$ cat config.mk
export PLATFORM = sky130hd
export DESIGN_NAME = net_terminal_adapter
export DESIGN_NICKNAME = d
export VERILOG_FILES = /design/src/rtl/net_terminal_adapter.sv
export SDC_FILE = /design/constraint.sdc
export NUM_CORES = 1
export LEC_CHECK = 0
export ABC_AREA = 1
export CORE_AREA = 2 2 129 131
export DETAILED_ROUTE_END_ITERATION = 8
export DIE_AREA = 0 0 131 133
export HOLD_SLACK_MARGIN = 0.02
export PLACE_DENSITY = 0.79
export SYNTH_ARGS = -nofsm -noshare
export SYNTH_HDL_FRONTEND = slang
export SYNTH_SLANG_ARGS = --single-unit
$ cat constraint.sdc
create_clock -name clk -period 3.9 [get_ports clk]
set_clock_uncertainty 0.05 [all_clocks]
set_input_delay 0.78 -clock clk [delete_from_list [all_inputs] [get_ports clk]]
set_output_delay 0.78 -clock clk [all_outputs]
set_load 0.1 [all_outputs]
$ cat src/rtl/net_terminal_adapter.sv
// -----------------------------------------------------------------------------
// net_terminal_adapter
//
// Client-side endpoint for one port of the 8-port ring network.
//   TX path: client (dest, payload) requests are stamped with this terminal's
//            id as src and a rolling sequence number as opaque. They are then
//            held in a 2-entry queue for injection into the network in_* port.
//   RX path: messages ejected from the network out_* port are held in a
//            2-entry queue and unpacked to the client.
//
// Network message layout (c_net_msg_nbits bits, MSB first):
//   {dest[s], src[s], opaque[o], payload[p]}
//
// Ports:
//   clk, reset            clock; asynchronous active-low reset
//   tx_val/tx_rdy         client send request handshake
//   tx_dest, tx_payload   client send request fields
//   inj_val/inj_rdy       handshake to network in_val/in_rdy[port]
//   inj_msg               message to network in_msg[port]
//   ej_val/ej_rdy         handshake from network out_val/out_rdy[port]
//   ej_msg                message from network out_msg[port]
//   rx_val/rx_rdy         received-message handshake to the client
//   rx_src, rx_opaque,    fields of the head RX message
//   rx_payload
//   tx_count, rx_count    injected / delivered message counters (wrap 2^16)
//   dest_err              sticky misrouted-message flag
//
// Optional feature macro: NET_TERMINAL_DEST_CHECK_EN
//   Defined:   ejected messages whose dest differs from p_terminal_id are
//              accepted but dropped, and dest_err is set until reset.
//   Undefined: every ejected message is delivered; dest_err is tied to 0.
//
// Handshake rule for every interface: a transfer happens in a cycle where
// val and rdy are both high at the rising clock edge. The val/rdy outputs
// come only from queue occupancy registers, never combinationally from the
// same interface's inputs.
// -----------------------------------------------------------------------------
module net_terminal_adapter #(
    parameter int p_payload_nbits = 32,
    parameter int p_opaque_nbits  = 3,
    parameter int p_srcdest_nbits = 3,
    parameter int p_terminal_id   = 0,
    parameter int c_net_msg_nbits = p_payload_nbits + p_opaque_nbits + 2*p_srcdest_nbits
) (
    input  logic                       clk,
    input  logic                       reset,
    input  logic                       tx_val,
    output logic                       tx_rdy,
    input  logic [p_srcdest_nbits-1:0] tx_dest,
    input  logic [p_payload_nbits-1:0] tx_payload,
    output logic                       inj_val,
    input  logic                       inj_rdy,
    output logic [c_net_msg_nbits-1:0] inj_msg,
    input  logic                       ej_val,
    output logic                       ej_rdy,
    input  logic [c_net_msg_nbits-1:0] ej_msg,
    output logic                       rx_val,
    input  logic                       rx_rdy,
    output logic [p_srcdest_nbits-1:0] rx_src,
    output logic [p_opaque_nbits-1:0]  rx_opaque,
    output logic [p_payload_nbits-1:0] rx_payload,
    output logic [15:0]                tx_count,
    output logic [15:0]                rx_count,
    output logic                       dest_err
);

    localparam int c_p = p_payload_nbits;
    localparam int c_o = p_opaque_nbits;
    localparam int c_s = p_srcdest_nbits;
    localparam int c_m = c_net_msg_nbits;
    // RX entries drop the dest field: it is this terminal by construction.
    localparam int c_r = c_s + c_o + c_p;

    localparam logic [c_s-1:0] c_my_id = c_s'(p_terminal_id);

    // -------------------------------------------------------------------------
    // TX queue: 2 entries, head pointer plus occupancy count.
    // -------------------------------------------------------------------------
    logic [c_m-1:0] r_tx_mem [2];
    logic           r_tx_head;
    logic [1:0]     r_tx_cnt;
    logic [c_o-1:0] r_seq;
    logic [15:0]    r_tx_count;

    logic           w_tx_enq;
    logic           w_tx_deq;
    logic           w_tx_tail;
    logic [c_m-1:0] w_tx_entry;

    assign tx_rdy     = (r_tx_cnt != 2'd2);
    assign inj_val    = (r_tx_cnt != 2'd0);
    assign inj_msg    = r_tx_mem[r_tx_head];
    assign w_tx_enq   = tx_val && tx_rdy;
    assign w_tx_deq   = inj_val && inj_rdy;
    // Tail slot is head offset by occupancy; only used when not full.
    assign w_tx_tail  = r_tx_head ^ r_tx_cnt[0];
    assign w_tx_entry = {tx_dest, c_my_id, r_seq, tx_payload};

    always_ff @(posedge clk or negedge reset) begin
        if (!reset) begin
            r_tx_head  <= 1'b0;
            r_tx_cnt   <= 2'd0;
            r_seq      <= '0;
            r_tx_count <= 16'd0;
        end else begin
            r_tx_cnt <= r_tx_cnt + {1'b0, w_tx_enq} - {1'b0, w_tx_deq};
            if (w_tx_deq) begin
                r_tx_head  <= ~r_tx_head;
                r_tx_count <= r_tx_count + 16'd1;
            end
            if (w_tx_enq) begin
                r_seq <= r_seq + 1'b1;
            end
        end
    end

    // Storage needs no reset: occupancy alone decides what is valid.
    always_ff @(posedge clk) begin
        if (w_tx_enq) begin
            r_tx_mem[w_tx_tail] <= w_tx_entry;
        end
    end

    // -------------------------------------------------------------------------
    // RX queue: same structure as TX.
    // -------------------------------------------------------------------------
    logic [c_r-1:0] r_rx_mem [2];
    logic           r_rx_head;
    logic [1:0]     r_rx_cnt;
    logic [15:0]    r_rx_count;

    logic           w_ej_xfer;
    logic           w_rx_enq;
    logic           w_rx_deq;
    logic           w_rx_tail;
    logic [c_s-1:0] w_ej_dest;
    logic [c_r-1:0] w_rx_head_entry;

    assign ej_rdy          = (r_rx_cnt != 2'd2);
    assign rx_val          = (r_rx_cnt != 2'd0);
    assign w_ej_xfer       = ej_val && ej_rdy;
    assign w_rx_deq        = rx_val && rx_rdy;
    assign w_rx_tail       = r_rx_head ^ r_rx_cnt[0];
    assign w_ej_dest       = ej_msg[c_m-1 -: c_s];
    assign w_rx_head_entry = r_rx_mem[r_rx_head];

    assign rx_src     = w_rx_head_entry[c_r-1 -: c_s];
    assign rx_opaque  = w_rx_head_entry[c_p +: c_o];
    assign rx_payload = w_rx_head_entry[c_p-1:0];

`ifdef NET_TERMINAL_DEST_CHECK_EN
    logic r_dest_err;

    // Misrouted messages still complete the ej handshake but are dropped.
    assign w_rx_enq = w_ej_xfer && (w_ej_dest == c_my_id);
    assign dest_err = r_dest_err;

    always_ff @(posedge clk or negedge reset) begin
        if (!reset) begin
            r_dest_err <= 1'b0;
        end else if (w_ej_xfer && (w_ej_dest != c_my_id)) begin
            r_dest_err <= 1'b1;
        end
    end
`else
    logic w_unused_dest;

    assign w_rx_enq      = w_ej_xfer;
    assign dest_err      = 1'b0;
    assign w_unused_dest = ^w_ej_dest;
`endif

    always_ff @(posedge clk or negedge reset) begin
        if (!reset) begin
            r_rx_head  <= 1'b0;
            r_rx_cnt   <= 2'd0;
            r_rx_count <= 16'd0;
        end else begin
            r_rx_cnt <= r_rx_cnt + {1'b0, w_rx_enq} - {1'b0, w_rx_deq};
            if (w_rx_deq) begin
                r_rx_head  <= ~r_rx_head;
                r_rx_count <= r_rx_count + 16'd1;
            end
        end
    end

    always_ff @(posedge clk) begin
        if (w_rx_enq) begin
            r_rx_mem[w_rx_tail] <= ej_msg[c_r-1:0];
        end
    end

    assign tx_count = r_tx_count;
    assign rx_count = r_rx_count;

endmodule
==> flow_summary.html <==
<table>
<tr><th>Metric</th><th>Value</th></tr>
<tr><th colspan="2">Final layout</th></tr>
<tr><td>Total number of nets in the final design</td><td>950</td></tr>
<tr><td>Layout cell share with drive strength beyond 1</td><td>0.148</td></tr>
<tr><td>End-of-flow core utilization</td><td>0.667</td></tr>
<tr><td>Synthesis-to-layout area growth</td><td>40.1%</td></tr>
<tr><td>Antenna diode count</td><td>0</td></tr>
<tr><th colspan="2">GRT</th></tr>
<tr><td>Total global routing track utilization</td><td>0.190</td></tr>
<tr><td>Initial antenna violation count</td><td>0</td></tr>
<tr><td>Met3 capacity usage during global routing</td><td>0.0489</td></tr>
<tr><td>GR met2 Demand/Resource</td><td>0.325</td></tr>
<tr><td>Wire length of the first global-routing pass</td><td>25,200 um</td></tr>
<tr><td>Largest net degree at the start of global routing</td><td>42</td></tr>
<tr><td>GR Overflow Total</td><td>0</td></tr>
<tr><td>Global route hottest layer</td><td>met2</td></tr>
<tr><td>Via count of the first global-routing pass</td><td>5,164</td></tr>
<tr><td>Fraction of met1 tracks used by global routing</td><td>0.228</td></tr>
<tr><th colspan="2">Floorplanning</th></tr>
<tr><td>Area of the core region</td><td>16,200 um2</td></tr>
<tr><td>Effective utilization at floorplan</td><td>0.476</td></tr>
<tr><td>Standard-cell row count</td><td>47</td></tr>
<tr><td>Floorplan die height</td><td>133 um</td></tr>
<tr><td>Chip Width</td><td>131 um</td></tr>
<tr><td>Die area</td><td>17,400 um2</td></tr>
<tr><td>Count of boundary I/O pins</td><td>198</td></tr>
<tr><th colspan="2">Hold path</th></tr>
<tr><td>Type of the tightest min-delay check</td><td>in -&gt; async</td></tr>
<tr><th colspan="2">Clocking</th></tr>
<tr><td>H-tree Lvls</td><td>4</td></tr>
<tr><td>Post-CTS resize count</td><td>0</td></tr>
<tr><td>TritonCTS clock tree</td><td>done</td></tr>
<tr><td>Max clock buf depth</td><td>2</td></tr>
<tr><td>Buffer cell driving the clock tree root</td><td>sky130_fd_sc_hd__clkbuf_16</td></tr>
<tr><td>Clock latency on the worst-skew pair</td><td>0.42 ns</td></tr>
<tr><td>Clock-pin slew of the registers on the worst-case setup and hold paths</td><td>0.07 ns</td></tr>
<tr><td>Number of clock sinks</td><td>193</td></tr>
<tr><td>Hold-fix buffers, CTS</td><td>0</td></tr>
<tr><td>Setup Fix Bufs, Post-CTS</td><td>0</td></tr>
<tr><td>CTS buffer count</td><td>17</td></tr>
<tr><th colspan="2">Critical path</th></tr>
<tr><td>Data arrival time of the critical path</td><td>2.21 ns</td></tr>
<tr><td>Nature of the critical path startpoint</td><td>flop</td></tr>
<tr><td>Setup Crit Path Kind</td><td>reg -&gt; out</td></tr>
<tr><td>Worst Setup End Kind</td><td>output pin</td></tr>
<tr><td>Worst Path Max Fanout</td><td>5</td></tr>
<tr><td>Data required, critical path</td><td>3.07 ns</td></tr>
<tr><th colspan="2">Placed design</th></tr>
<tr><td>IO buf count</td><td>190</td></tr>
<tr><td>GP Congestion</td><td>0.773</td></tr>
<tr><td>HPWL after DPL</td><td>10,800 um</td></tr>
<tr><th colspan="2">Logic synthesis</th></tr>
<tr><td>Proportion of synthesized area in mux cells</td><td>0.00146</td></tr>
<tr><td>Number of register bits inferred by synthesis</td><td>193</td></tr>
<tr><td>Mean instance size in the synthesized netlist</td><td>11.6 um2</td></tr>
<tr><td>Portion of synthesized cell area occupied by the leading cell type</td><td>0.593</td></tr>
<tr><td>Post-synthesis cell type with the largest combined area</td><td>sky130_fd_sc_hd__edfxtp_1</td></tr>
<tr><td>Dominant combinational cell family by area after synthesis</td><td>simple AND/OR/NAND/NOR gates</td></tr>
<tr><td>Cells taking the most area after synthesis</td><td>sky130_fd_sc_hd__edfxtp_1 59%, sky130_fd_sc_hd__nand2_1 14%, sky130_fd_sc_hd__dfrtp_1 13%</td></tr>
<tr><td>Post-synthesis instance area</td><td>7690 um2</td></tr>
<tr><td>Unique cell type count in the Yosys netlist</td><td>24</td></tr>
<tr><td>Sequential fraction of the synthesis area</td><td>0.727</td></tr>
<tr><td>Synth Area in Compound Gates</td><td>0.00195</td></tr>
<tr><td>Number of standard cells after synthesis</td><td>663</td></tr>
<tr><td>YS warnings</td><td>0</td></tr>
<tr><td>XOR/XNOR share of the synthesized area</td><td>0.0330</td></tr>
<tr><td>Post-Synth Adder-Cell Area</td><td>0.0114</td></tr>
<tr><td>Post-synthesis share of cell area spent on and, or, nand and nor gates</td><td>0.188</td></tr>
<tr><th colspan="2">Drt</th></tr>
<tr><td>Average detailed-routed wire length per instance</td><td>14.7 um</td></tr>
<tr><td>Initial DRC count</td><td>236</td></tr>
<tr><td>Post-DR vias/cell</td><td>4.75</td></tr>
<tr><td>Total via count in the routed design</td><td>5,198</td></tr>
<tr><td>Drc violations</td><td>0</td></tr>
<tr><td>Number of iterations in the first detailed-routing pass</td><td>5</td></tr>
<tr><td>Number of nets with antenna violations after detailed routing</td><td>0</td></tr>
<tr><td>Total length of routed wires</td><td>16,100 um</td></tr>
<tr><th colspan="2">Timing</th></tr>
<tr><td>Final hold viol count</td><td>0</td></tr>
<tr><td>Crit path time final</td><td>3.04 ns</td></tr>
<tr><td>Total negative setup slack</td><td>0 ns</td></tr>
<tr><td>Worst Tran Pin Value</td><td>1.02 ns</td></tr>
<tr><td>Final number of setup-violating endpoints</td><td>0</td></tr>
<tr><td>Unrepaired setup endpoints after global routing</td><td>no</td></tr>
<tr><td>Max Clk Rate</td><td>329 MHz</td></tr>
<tr><td>Max-slew violations</td><td>0</td></tr>
<tr><td>Worst max-slew margin expressed relative to the limit</td><td>0.315</td></tr>
<tr><td>Final Cycle Share</td><td>0.778</td></tr>
<tr><th colspan="2">Flow run</th></tr>
<tr><td>Max Cap Violations</td><td>0</td></tr>
<tr><th colspan="2">Outcome</th></tr>
<tr><td>Status</td><td>finished clean</td></tr>
</table>
==> final timing paths <==
kind	from	end	slack [ns]	cells past startpoint
worst max-delay path	r_tx_cnt[0]	tx_rdy	0.86	3
max in group asynchronous	reset	rx_count[0]	2.80	1
worst min register to register	r_seq[2]	r_tx_mem[1][34]	0.45	0
worst max register to register	r_rx_head	r_rx_mem[1][26]	1.76	5
worst min-delay path	reset	tx_count[6]	0.43	1
min in group clk	r_seq[2]	r_tx_mem[1][34]	0.45	0
==> worst max-delay path: stages, from the launching register on <==
cell and delay [ns]:
sky130_fd_sc_hd__dfrtp_1 0.44, sky130_fd_sc_hd__inv_1 0.06, sky130_fd_sc_hd__nand2_1 0.13, sky130_fd_sc_hd__clkdlybuf4s50_1 1.16
==> area by class of cell <==
cell class / instances / area, um2
Sequential cell: 193 / 5590
Tap cell: 220 / 275
Clock buffer: 17 / 425
Fill cell: 1221 / 5390
Inverter: 42 / 158
Multi-Input combinational cell: 409 / 1860
Clock inverter: 15 / 204
Timing Repair Buffer: 198 / 2270
==> cells in the final DEF (no fill, tap or decap), types with 2 or more instances in the layout <==
cell,Yosys,routed
sky130_fd_sc_hd__edfxtp_1,152,152
sky130_fd_sc_hd__buf_4,4,44
sky130_fd_sc_hd__dfrtp_1,41,41
sky130_fd_sc_hd__bufinv_16,0,4
sky130_fd_sc_hd__xor2_1,12,12
sky130_fd_sc_hd__ha_1,7,7
sky130_fd_sc_hd__nand3_1,13,13
sky130_fd_sc_hd__nand2_1,293,293
sky130_fd_sc_hd__nand4_1,8,8
sky130_fd_sc_hd__nor2_1,40,36
sky130_fd_sc_hd__conb_1,1,4
sky130_fd_sc_hd__clkbuf_16,0,17
sky130_fd_sc_hd__inv_1,42,42
sky130_fd_sc_hd__buf_12,0,40
sky130_fd_sc_hd__nor2_4,2,6
sky130_fd_sc_hd__xnor2_1,17,17
sky130_fd_sc_hd__nor2_2,5,5
sky130_fd_sc_hd__inv_6,0,5
sky130_fd_sc_hd__clkinv_1,0,2
sky130_fd_sc_hd__clkdlybuf4s50_1,0,113
sky130_fd_sc_hd__o21ai_0,2,2
==> kinds of logic (layout without fill, tap and decap cells) <==
family,count (synthesis),after routing
XOR/XNOR,29,29
buffers and inverters,64,272
other,1,4
multiplexers,1,1
flip-flops,193,193
adder cells (fa/ha/maj),7,7
AND/OR/NAND/NOR,365,365
AO/OA/AOI/OAI,3,3
==> state kept, by name, summed over array words and instances (netlist names) <==
name / count
r_tx_mem: 76
r_rx_head: 1
r_rx_cnt: 2
r_tx_head: 1
tx_count: 16
r_seq: 3
r_rx_mem: 76
r_tx_cnt: 2
rx_count: 16
==> synthesized netlist by cell type, drive strengths merged <==
cell    count
a21oi       1
nand2     294
nand4       9
edfxtp    152
nor2       47
nand3      13
mux2        1
conb        1
xnor2      17
dfrtp      41
o21ai       2
nor3        1
ha          7
nand3b      1
inv        42
clkbuf      6
buf        16
xor2       12
==> stage by stage <==
| stage | std cells | hold WS [ns] | cell area [um2] | setup WS (ns) |
|---|---|---|---|---|
| 2_1_floorplan | 666 | 0.408 | 7710 | 0.402 |
| 3_3_place_gp | 1062 | 0.419 | 10200 | 1.23 |
| 3_5_place_dp | 1062 | 0.439 | 10200 | 1.19 |
| 4_1_cts | 1094 | 0.446 | 10800 | 0.834 |
| 5_1_grt | 1094 | 0.472 | 10800 | 0.771 |
| 6_report | 1094 | 0.429 | 10800 | 0.864 |
==> per-layer routing <==
layer  share of wire  vias up
met5               0        -
met4           0.020        0
met3           0.061       22
met2            0.51      149
met1            0.41     2478
li1                -     2549
Power is not shown: default switching activity piles up to over one toggle a cycle in this logic, so the estimate is an artifact.
